===== src/rtl/seg_scan_driver.sv =====
// Time-multiplexed 7-segment scan driver: hex decode, leading-zero
// suppression and per-digit blink, with registered seg/an outputs.
module seg_scan_driver #(
   parameter int NUM_DIGITS   = 4,
   parameter int SCAN_DIV     = 4096,
   parameter int BLINK_FRAMES = 64,
   parameter bit ACTIVE_LOW   = 1'b1,
   localparam int IDX_W       = (NUM_DIGITS > 1) ? $clog2(NUM_DIGITS) : 1
) (
   input  logic                    clk,
   input  logic                    reset,
   input  logic                    load,
   input  logic [4*NUM_DIGITS-1:0] digits_in,
   input  logic                    blank_lz,
   input  logic [NUM_DIGITS-1:0]   blink_mask,
   output logic [6:0]              seg,
   output logic [NUM_DIGITS-1:0]   an,
   output logic [IDX_W-1:0]        digit_idx,
   output logic                    frame_tick
);

   localparam int SCAN_W  = $clog2(SCAN_DIV);
   localparam int BLINK_W = (BLINK_FRAMES > 1) ? $clog2(BLINK_FRAMES) : 1;

   localparam logic [SCAN_W-1:0]     SCAN_LAST  = SCAN_W'(SCAN_DIV - 1);
   localparam logic [IDX_W-1:0]      IDX_LAST   = IDX_W'(NUM_DIGITS - 1);
   localparam logic [BLINK_W-1:0]    BLINK_LAST = BLINK_W'(BLINK_FRAMES - 1);
   localparam logic [6:0]            SEG_OFF    = ACTIVE_LOW ? 7'b1111111 : 7'b0000000;
   localparam logic [NUM_DIGITS-1:0] AN_OFF     = {NUM_DIGITS{ACTIVE_LOW}};

   typedef enum logic {
      PH_VISIBLE = 1'b0,
      PH_HIDDEN  = 1'b1
   } phase_t;

   logic [4*NUM_DIGITS-1:0] r_shadow;
   logic [SCAN_W-1:0]       r_scan_cnt;
   logic [IDX_W-1:0]        r_digit_idx;
   logic [BLINK_W-1:0]      r_blink_cnt;
   phase_t                  r_phase;
   logic                    r_frame_tick;
   logic [6:0]              r_seg;
   logic [NUM_DIGITS-1:0]   r_an;

   logic                    w_scan_tc;
   logic                    w_frame_wrap;
   logic [NUM_DIGITS-1:0]   w_blank;
   logic [NUM_DIGITS-1:0]   w_an_sel;
   logic [3:0]              w_nibble;
   logic                    w_dig_blank;

   // Patterns are written low-active {g,f,e,d,c,b,a}; inverted for high-active boards.
   function automatic logic [6:0] hex_to_seg(input logic [3:0] nib);
      logic [6:0] p;
      case (nib)
         4'h0:    p = 7'b1000000;
         4'h1:    p = 7'b1111001;
         4'h2:    p = 7'b0100100;
         4'h3:    p = 7'b0110000;
         4'h4:    p = 7'b0011001;
         4'h5:    p = 7'b0010010;
         4'h6:    p = 7'b0000010;
         4'h7:    p = 7'b1111000;
         4'h8:    p = 7'b0000000;
         4'h9:    p = 7'b0010000;
         4'hA:    p = 7'b0001000;
         4'hB:    p = 7'b0000011;
         4'hC:    p = 7'b1000110;
         4'hD:    p = 7'b0100001;
         4'hE:    p = 7'b0000110;
         default: p = 7'b0001110;
      endcase
      return ACTIVE_LOW ? p : ~p;
   endfunction

   assign w_scan_tc    = (r_scan_cnt == SCAN_LAST);
   assign w_frame_wrap = w_scan_tc && (r_digit_idx == IDX_LAST);

   // A digit is blanked when it and every higher digit are zero (never digit 0),
   // or when it is masked during the hidden blink phase.
   always_comb begin
      logic v_all_zero;
      // NOTE: every combinational output gets a default first so no path leaves it
      // unassigned; otherwise synthesis infers a latch.
      w_blank    = '0;
      v_all_zero = 1'b0;
      for (int i = 0; i < NUM_DIGITS; i++) begin
         v_all_zero = 1'b1;
         for (int j = i; j < NUM_DIGITS; j++) begin
            v_all_zero = v_all_zero && (r_shadow[4*j +: 4] == 4'h0);
         end
         w_blank[i] = (blank_lz && v_all_zero && (i != 0)) ||
                      ((r_phase == PH_HIDDEN) && blink_mask[i]);
      end
   end

   always_comb begin
      w_nibble    = 4'h0;
      w_dig_blank = 1'b0;
      w_an_sel    = '0;
      for (int i = 0; i < NUM_DIGITS; i++) begin
         if (r_digit_idx == IDX_W'(i)) begin
            w_nibble    = r_shadow[4*i +: 4];
            w_dig_blank = w_blank[i];
            w_an_sel[i] = 1'b1;
         end
      end
   end

   // NOTE: all state updates use non-blocking assignments so every register samples
   // the pre-edge values; that is what lets a load on a slot change still show the old digit.
   always_ff @(posedge clk or posedge reset) begin
      if (reset) begin
         r_shadow     <= '0;
         r_scan_cnt   <= '0;
         r_digit_idx  <= '0;
         r_blink_cnt  <= '0;
         r_phase      <= PH_VISIBLE;
         r_frame_tick <= 1'b0;
         r_seg        <= SEG_OFF;
         r_an         <= AN_OFF;
      end else begin
         if (load) begin
            r_shadow <= digits_in;
         end

         r_seg        <= w_dig_blank ? SEG_OFF : hex_to_seg(w_nibble);
         r_an         <= w_an_sel ^ AN_OFF;
         r_frame_tick <= w_frame_wrap;

         if (w_scan_tc) begin
            r_scan_cnt  <= '0;
            r_digit_idx <= (r_digit_idx == IDX_LAST) ? '0 : r_digit_idx + 1'b1;
         end else begin
            r_scan_cnt <= r_scan_cnt + 1'b1;
         end

         if (w_frame_wrap) begin
            if (r_blink_cnt == BLINK_LAST) begin
               r_blink_cnt <= '0;
               r_phase     <= (r_phase == PH_VISIBLE) ? PH_HIDDEN : PH_VISIBLE;
            end else begin
               r_blink_cnt <= r_blink_cnt + 1'b1;
            end
         end
      end
   end

   assign seg        = r_seg;
   assign an         = r_an;
   assign digit_idx  = r_digit_idx;
   assign frame_tick = r_frame_tick;

endmodule

===== config.mk =====
export PLATFORM = sky130hd
export DESIGN_NAME = seg_scan_driver
export DESIGN_NICKNAME = d
export VERILOG_FILES = /design/src/rtl/seg_scan_driver.sv
export SDC_FILE = /design/constraint.sdc
export NUM_CORES = 1
export LEC_CHECK = 0
export ABC_AREA = 1
export BUFFER_PORTS_ARGS = -buffer_cell sky130_fd_sc_hd__buf_2
export CAP_MARGIN = 20
export CORE_ASPECT_RATIO = 1.1
export CORE_MARGIN = 2
export CORE_UTILIZATION = 25
export DETAILED_ROUTE_END_ITERATION = 10
export MAX_ROUTING_LAYER = met4
export PLACE_DENSITY = 0.52
export SYNTH_ARGS = -nofsm -noshare
export SYNTH_HDL_FRONTEND = slang
export SYNTH_SLANG_ARGS = --single-unit

===== constraint.sdc =====
create_clock -name clk -period 5.5 [get_ports clk]
set_input_delay 0.275 -clock clk [delete_from_list [all_inputs] [get_ports clk]]
set_output_delay 0.275 -clock clk [all_outputs]
set_load 0.05 [all_outputs]

# Yosys cells after proc, flatten, opt, wreduce, memory -nomap -nowiden
# Memories as Yosys holds them, arrays and structs flattened.
# Cells that the tools add are included.
[op_classes] eq_ne=5 mux=17 reduce_logical=19 n_addsub=3 n_bitwise=1
[ops] cell="$mux W4" count=4
[ops] cell="$add A12 B1 Y12 const B" count=1
[ops] cell="$eq A12 B12 Y1 const B" count=1
[ops] cell="$logic_not A4 Y1" count=3
[ops] cell="$mux W12" count=1
[ops] cell="$logic_and A1 B1 Y1" count=11
[ops] cell="$mux W1" count=9
[ops] cell="$mux W7" count=1
[ops] cell="$add A6 B1 Y6 const B" count=1
[ops] cell="$eq A6 B6 Y1 const B" count=1
[ops] cell="$mux W6" count=1
[ops] cell="$eq A2 B2 Y1 const B" count=2
[ops] cell="$not A4 Y4" count=1
[ops] cell="$logic_or A1 B1 Y1" count=3
[ops] cell="$add A2 B1 Y2 const B" count=1
[ops] cell="$eq A2 B1 Y1 const B" count=1
[ops] cell="$logic_not A2 Y1" count=1
[ops] cell="$mux W2" count=1
[ops] cell="$reduce_and A2 Y1" count=1
[word_totals] in_bits=24 word_cells=54 regBits=49 memories=1 mem_bits_ro=112
[mem_list] name="(name not given)" words=16 width=7 rd=1 rd_clocked_by_memory_dff=0 wr=0 line="55" text="case (nib)"

# Depth between registers and ports, before layout
# Gate-level depths: netlist (run 1).
[logic_depth] word_depth=9 mapped_depth=15 mapped_depth_nobuf=15

# Worst setup path before layout (run 1)
# No wires, ideal clock.
[synth_path] path_kind="register to register" start="reg r_digit_idx[0] (netlist: digit_idx[0])" end="reg r_seg[3] (netlist: seg[3])" path_stages_with_launch=14 period_less_slack_ns=2.272 t_arrival_ns=2.185 path_buffers=1 setup_time_ns=0.087 setup_slack_ns=3.228 cell_sequence="dfrtp_1 > inv_1 > ha_1 > buf_2 > inv_1 > nand2_1 > nand2_1 > o21ai_0 > ha_1 > nand3_1 > nand3_1 > nand2_1 > inv_1 > nand2_1"
[synth_between] elab_chain_len=7 elab_cells_between_ends=14 cone_classes="3 x eq/ne; 9 x mux; 1 x reduce/logical; 1 x memory"
[synth_lines] item="from (decl)" line="38" text="logic [IDX_W-1:0] r_digit_idx;"
[synth_lines] item="from (signal assigned)" line="133" text="r_digit_idx <= (r_digit_idx == IDX_LAST) ? '0 : r_digit_idx + 1'b1;"
[synth_lines] item="$logic_not A2 Y1" line="102" text="if (r_digit_idx == IDX_W'(i)) begin"
[synth_lines] item="$mux W4 (4 in a row)" line="102"
[synth_lines] item="$mem_v2 Z16 W7"
[synth_lines] item="$mux W7 (*)" line="127" text="r_seg <= w_dig_blank ? SEG_OFF : hex_to_seg(w_nibble);"
[synth_lines] item="to (signal assigned)" line="127"
[synth_lines] item="to (decl)" line="42" text="logic [6:0] r_seg;"
# Mark *: on every way between the ends. The rest lies on a longest branch, timed or not.
# A chain may end at the register's enable or synchronous reset.

# Final worst setup path (run 1)
[layout_path] start="reg r_digit_idx[0] (netlist: digit_idx[0])" end="reg r_seg[0] (netlist: seg[0])"
# The elaborated chain is that of the path after synthesis.

==> results of run 1 <==
worst paths after layout:
path | start | to | slack [ns] | cells past startpoint
min in group clk | digits_in[11] | r_shadow[11] | 0.19 | 3
max in group asynchronous | reset | seg[4] | 4.88 | 3
setup / recovery | digit_idx[0] | seg[0] | 3.32 | 13
hold reg to reg | r_scan_cnt[11] | r_scan_cnt[11] | 0.51 | 1
setup reg to reg | digit_idx[0] | seg[0] | 3.32 | 13
hold / removal | reset | r_shadow[2] | 0.03 | 2
cell families after synthesis:
group,after synthesis,synth area share
and+or+nand+nor,160,0.266
DFF,49,0.473
buffers and inverters,47,0.0734
AOI/OAI and AO/OA,35,0.0696
xor gates and xnor gates,12,0.0401
adders and majority gates,12,0.0572
muxes,5,0.0215
power by group through the flow:
stage | clock [mW] | combinational (mW) | sequential, mW
detailed placement | 0 | 0.127 | 0.402
global route | 0.377 | 0.143 | 0.398
CTS | 0.363 | 0.127 | 0.396
finish | 0.353 | 0.127 | 0.395
global placement | 0 | 0.125 | 0.403
floorplan | 0 | 0.0612 | 0.434
layer usage:
layer	vias up	GRT usage	part of all wire
li1	1084	-	-
met1	874	0.154	0.54
met2	44	0.153	0.39
met3	12	0.0201	0.036
met4	0	0.0505	0.032
met5	-	-	0
through the flow:
| step | cells | utilization | power [mW] | setup WS [ns] | cell area [um2] |
|---|---|---|---|---|---|
| final | 503 | 0.305 | 0.876 | 3.32 | 3140 |
| after global routing | 503 | 0.305 | 0.918 | 2.95 | 3140 |
| after CTS | 502 | 0.303 | 0.885 | 3.33 | 3120 |
| after detailed placement | 494 | 0.286 | 0.529 | 3.36 | 2950 |
| after global placement | 494 | 0.286 | 0.528 | 3.43 | 2950 |
| after floorplan | 320 | - | 0.495 | 3.23 | 2620 |
final cells by class:
type                            instances  area share
Multi-Input combinational cell        224       0.380
Sequential cell                        49       0.395
Tap cell                              143      0.0570
Inverter                               41      0.0490
Clock buffer                            5      0.0399
Timing Repair Buffer                   38      0.0654
Clock inverter                          3      0.0140
flip-flops by register name, indices dropped and copies added, names as in the netlist:
name         flops
digit_idx        2
r_phase          1
r_shadow        16
r_blink_cnt      6
r_scan_cnt      12
seg              7
an               4
frame_tick       1
critical path, delay by kind of cell, from the launching register on:
family / cells / cell delay [ns]
AO/OA/AOI/OAI: 1 / 0.19
adder cells (fa/ha/maj): 2 / 0.66
buffers and inverters: 3 / 0.32
flip-flops: 1 / 0.41
AND/OR/NAND/NOR: 7 / 0.52
cell usage in the layout, fill, tap and decap left out:
master,n
a21oi_1,11
a21oi_2,1
a41oi_1,1
buf_12,1
buf_2,37
bufinv_16,1
clkbuf_16,5
clkinv_2,1
dfrtp_1,38
dfstp_2,11
ha_1,12
inv_1,37
inv_2,4
inv_6,1
mux2_2,5
nand2_1,99
nand2_2,4
nand2_4,1
nand2b_4,1
nand3_1,25
nand3b_1,1
nand4_2,1
nor2_1,20
nor2_2,1
nor2_4,1
nor3_1,2
nor3b_1,2
nor4_1,1
o21ai_0,21
o21ai_1,1
or2_2,1
xnor2_1,3
xor2_1,9
==> run summary, run 1 <==
=========================================================================================
Total detailed-routing wirelength                                                 5650 um
Cells traversed along the worst timing path                                  inv_1 -> ha_1 -> inv_1 -> nand2_1 -> nand2_1 -> o21ai_0 -> ha_1 -> nand3_1 -> nand2_1 -> nand2_1 -> nand2_1 -> inv_1 -> nand2_1
Area growth from synthesis to layout                                                19.6%
Headroom to the max-slew limit                                                      0.643
Avg Cell Area, Syn                                                               8.20 um2
Setup Total Neg Slack                                                                0 ns
Number of buffers added by the clock tree synthesis step                                5
Number of placed I/O pins                                                              38
Fraction of power consumed by combinational cells                                   0.145
Antenna diode count                                                                     0
Number of violations of the max-capacitance limit                                       0
Proportion of register bits with asynchronous set or reset after synthesis           1.00
Yosys synthesis warning count                                                           0
Cts hold-fix bufs                                                                       0
Global route overflow                                                                   0
Post-synth design cell area                                                      2620 um2
Internal                                                                         0.640 mW
Number of enable-type register cells in the synthesized netlist                         0
Number of nets at the end of the flow                                                 395
Filler cell count                                                                    1101
Via count of the first global-routing pass                                           2087
Worst path max stage delay                                                        0.41 ns
Worst min path class                                                          in -> async
Clock Skew                                                                     0.00943 ns
Hold Vio Cnt, Final                                                                     0
Number of nets with antenna violations after routing                                    0
Die height                                                                         111 um
Slew at the pin closest to its max-slew limit                                    0.535 ns
Total of flip-flops plus latches after synthesis                                       49
CTS tree                                                                             done
Average via count per standard cell                                                  4.00
Worst hold slack                                                                0.0256 ns
Cells after Synth                                                                     320
Post-CTS Resized                                                                        0
Net count after synthesis                                                             356
Top cells by count, synth                                                    nand2_1 (99), dfrtp_1 (38), inv_1 (38), nand3_1 (25), o21ai_0 (21)
Area of the core                                                                10300 um2
Max IR drop VDD                                                                  0.117 mV
Number of different library cells in the post-synthesis netlist                        30
Switching Share                                                                     0.270
Fmax                                                                              460 MHz
Largest net degree at the start of global routing                                      50
Arrival time of data at the critical path endpoint                                2.40 ns
Largest fanout on the critical path                                                    10
Count of final setup violators                                                          0
Area taken by flip-flops and latches                                             1240 um2
Wire length of the first global-routing pass                                      9630 um
Die extent in x                                                                    102 um
Final Critical Period                                                             2.18 ns
Detailed-placement wirelength estimate                                            4300 um
Crit share post-route                                                               0.395
Switching power                                                                  0.236 mW
Area share of the leading cell type in the synthesized netlist                      0.362
Unrepaired setup endpoints after global routing                                     false
Relative contribution of the clock network to total power                           0.404
Area contributors post-synth                                                 dfrtp_1 (36%), nand2_1 (14%), dfstp_2 (11%)
Footprint of the multi-input gates                                               1190 um2
Via total after detailed routing                                                     2014
Area of the die                                                                 11300 um2
Result of the run                                                               completed
Starting DRC count in detailed routing                                                 68
Leakage power figure                                                              1.59 nW
Clock Root Buffer                                                               clkbuf_16
Maximum count of clock buffers along a single path                                      2
CP max-delay cell                                                                 dfrtp_1
Cell type with the largest total area after synthesis                             dfrtp_1
Starting utilization of the core area                                               0.255
Areal power density over the cells                                             279 nW/um2
Category of the critical setup timing path                                     reg -> reg
Req. time, crit path                                                              5.73 ns
Primary flip-flop cell chosen by synthesis mapping                                dfrtp_1
Clock latency of the later-clocked register in the worst-skew pair                0.29 ns
Cell with the most instances after synthesis                                      nand2_1
Portion of the post-synthesis area used by sequential elements                      0.473
Count of input and output buffers                                                      37
CTS Sinks                                                                              49
DR pass1 iterations                                                                     4
Maximum level of the CTS H-tree                                                         2
Worst path most repeated cell                                                     nand2_1
Fraction of layout instances using a drive strength above 1                         0.214
Critical path launch point type                                                      flop
Initial antenna violation count                                                         0
Buffer count from post-CTS setup fixing                                                 0
Number of rows created at floorplan                                                    39
Proportion of power drawn by flip-flops and latches                                 0.451
Global placer's final weighted congestion                                           0.861
Remaining design rule violation count                                                   0
Element type at the critical path end                                                flop
Detail-routed net length per standard cell                                        11.2 um
Number of pins with negative max-slew slack in the final report                         0
Clock-pin slew on the worst setup and hold paths                                  0.07 ns
Overall fraction of global-route tracks in use                                      0.110
=========================================================================================
Power figures use the tool's default switching activity.
==> inputs of run 2 (changes only) <==
--- a/config.mk
+++ b/config.mk
@@ -13,7 +13,7 @@
 export CORE_UTILIZATION = 25
 export DETAILED_ROUTE_END_ITERATION = 10
 export MAX_ROUTING_LAYER = met4
-export PLACE_DENSITY = 0.52
+export PLACE_DENSITY = 0.54
 export SYNTH_ARGS = -nofsm -noshare
 export SYNTH_HDL_FRONTEND = slang
 export SYNTH_SLANG_ARGS = --single-unit
==> constraint.sdc (replaced) <==
create_clock -name clk -period 2 [get_ports clk]
set_input_delay 0.1 -clock clk [delete_from_list [all_inputs] [get_ports clk]]
set_output_delay 0.1 -clock clk [all_outputs]
set_load 0.05 [all_outputs]
==> run summary, run 2 (synthesized netlist as in run 1, its figures left out) <==
=================================================================================
Result of the run                                                       completed
Detail-routed net length per standard cell                                11.4 um   +1.8%
Remaining design rule violation count                                           0   unchanged
Fraction of layout instances using a drive strength above 1                 0.263   +0.0490
Global route overflow                                                           0   unchanged
Wire length on met2                                                       2530 um   +14%
Headroom to the max-slew limit                                              0.634   -0.00844
Post-layout power                                                         2.25 mW   +160%
Req. time, crit path                                                      2.23 ns   -3.50 ns
Crit share post-route                                                       0.938   +0.543
Fmax                                                                      533 MHz   +16%
CTS tree                                                                     done
Number of violations of the max-capacitance limit                               0   unchanged
Average via count per standard cell                                          4.16   +3.9%
Unrepaired setup endpoints after global routing                              true
Largest fanout on the critical path                                             7   -3
Category of the critical setup timing path                             reg -> reg
Initial antenna violation count                                                 0   unchanged
Global placer's final weighted congestion                                   0.840   -2.5%
Detailed-placement wirelength estimate                                    4490 um   +4.5%
Slew at the pin closest to its max-slew limit                            0.548 ns   +0.0126 ns
Areal power density over the cells                                     699 nW/um2   +150%
Element type at the critical path end                                        flop
Max IR drop VDD                                                          0.274 mV   +130%
Arrival time of data at the critical path endpoint                        2.10 ns   -0.30 ns
Hold Vio Cnt, Final                                                             0   unchanged
Critical path launch point type                                              flop
Die extent in x                                                            102 um   unchanged
Leakage power figure                                                      1.62 nW   +1.4%
Highest-count cells in the layout ignoring fill and taps             nand2_1 (97), buf_2 (37), dfrtp_1 (36)
Final Critical Period                                                     1.88 ns   -0.299 ns
Number of flip-flops in the largest register                                   16   unchanged
Commonest non-fill, non-tap cell in the layout                            nand2_1
Clock latency of the later-clocked register in the worst-skew pair        0.29 ns   about the same
Wire length of the first global-routing pass                             10000 um   +4.1%
Final standard cell count with taps included and fillers excluded             512   +1.8%
Clock Root Buffer                                                       clkbuf_16
Number of nets with antenna violations after routing                            0   unchanged
Count of input and output buffers                                              37   unchanged
Total met3 wirelength after detailed routing                               226 um   +11%
Number of rows created at floorplan                                            39   unchanged
Via count of the first global-routing pass                                   2100   +0.62%
Overall fraction of global-route tracks in use                              0.113   +0.00322
Area of the core                                                        10300 um2   unchanged
CTS Sinks                                                                      49   unchanged
Number of buffers added by the clock tree synthesis step                        5   unchanged
Antenna diode count                                                             0   unchanged
DR pass1 iterations                                                             4   unchanged
Number of placed I/O pins                                                      38   unchanged
Number of pins with negative max-slew slack in the final report                 0   unchanged
Number of nets at the end of the flow                                         404   +2.3%
Starting DRC count in detailed routing                                         75   +10%
Via total after detailed routing                                             2131   +5.8%
Clock Skew                                                             0.00997 ns   +0.000534 ns
Count of final setup violators                                                  0   unchanged
Clock-pin slew on the worst setup and hold paths                          0.06 ns   about the same
Maximum count of clock buffers along a single path                              2   unchanged
Worst min path class                                                    in -> reg
Top register by number of flip-flops                                     r_shadow
Met1 wire length                                                          3000 um   -0.96%
Largest net degree at the start of global routing                              28   -44%
Die height                                                                 111 um   unchanged
Maximum level of the CTS H-tree                                                 2   unchanged
Filler cell count                                                            1072   -2.6%
Total detailed-routing wirelength                                         5850 um   +3.6%
# placed instances                                                            502   +1.6%
Area growth from synthesis to layout                                        22.9%
Starting utilization of the core area                                       0.255   unchanged
Area of the die                                                         11300 um2   unchanged
Uppermost routed layer                                                       met4
=================================================================================
run 2: per-stage QoR:
stage / setup TNS (ns) / hold WS (ns) / cell area [um2] / worst slack [ns] / utilization
floorplan: 0 / 0.221 / 2640 / 0.0193 / -
global placement: 0 / 0.188 / 3020 / 0.0303 / 0.293
detailed placement: -0.0401 / 0.198 / 3020 / -0.0270 / 0.293
CTS: 0 / 0.0126 / 3180 / 0.0736 / 0.309
global route: -0.0177 / 0.0391 / 3230 / -0.0177 / 0.313
finish: 0 / 0.0219 / 3230 / 0.123 / 0.313
run 2: worst max-delay path, stage by stage, from the launching register on:
cell and delay [ns]:
dfrtp_2 0.46, ha_1 0.33, inv_2 0.15, nor2_1 0.06, a21oi_2 0.19, ha_1 0.21, nand3_1 0.13, nand2_1 0.11
nand2_1 0.05, nand2_1 0.05, inv_1 0.04, nand2_1 0.06
run 2: worst paths after layout:
path	cells past startpoint	endpoint	slack (ns)	from
min	3	r_shadow[9]	0.02	digits_in[9]
max in group asynchronous	4	an[3]	0.93	reset
min reg2reg	2	r_blink_cnt[1]	0.51	r_blink_cnt[1]
min in group asynchronous	3	r_phase	0.41	reset
max reg2reg	11	seg[3]	0.12	digit_idx[0]
max	11	seg[3]	0.12	digit_idx[0]
run 2: repair_timing:
| item | CTS | global route |
|---|---|---|
| setup buffers | 0 | 1 |
| hold buffers | 1 | 0 |
| hold endpoints to repair | 22 | 0 |
| resized for setup | 3 | 8 |
| setup endpoints to repair | 2 | 7 |
run 2: area by class of cell:
| cell class | count | area, um2 | share of cell area |
|---|---|---|---|
| clock buffer | 7 | 133 | 0.0411 |
| clock inverter | 1 | 5.00 | 0.00155 |
| tap | 143 | 179 | 0.0555 |
| inverter | 41 | 156 | 0.0485 |
| multi-input combinational | 224 | 1250 | 0.387 |
| timing repair buffer | 47 | 263 | 0.0815 |
| sequential | 49 | 1240 | 0.385 |
run 2: routing by layer:
metal	GRT usage	up-vias
met5	-	-
met4	0.0324	0
met3	0.0182	6
met2	0.174	42
met1	0.154	986
li1	-	1097
run 2: power by group:
group	internal [mW]	switching [mW]
combinational	0.107	0.249
sequential	1.06	0.0256
clock	0.463	0.347
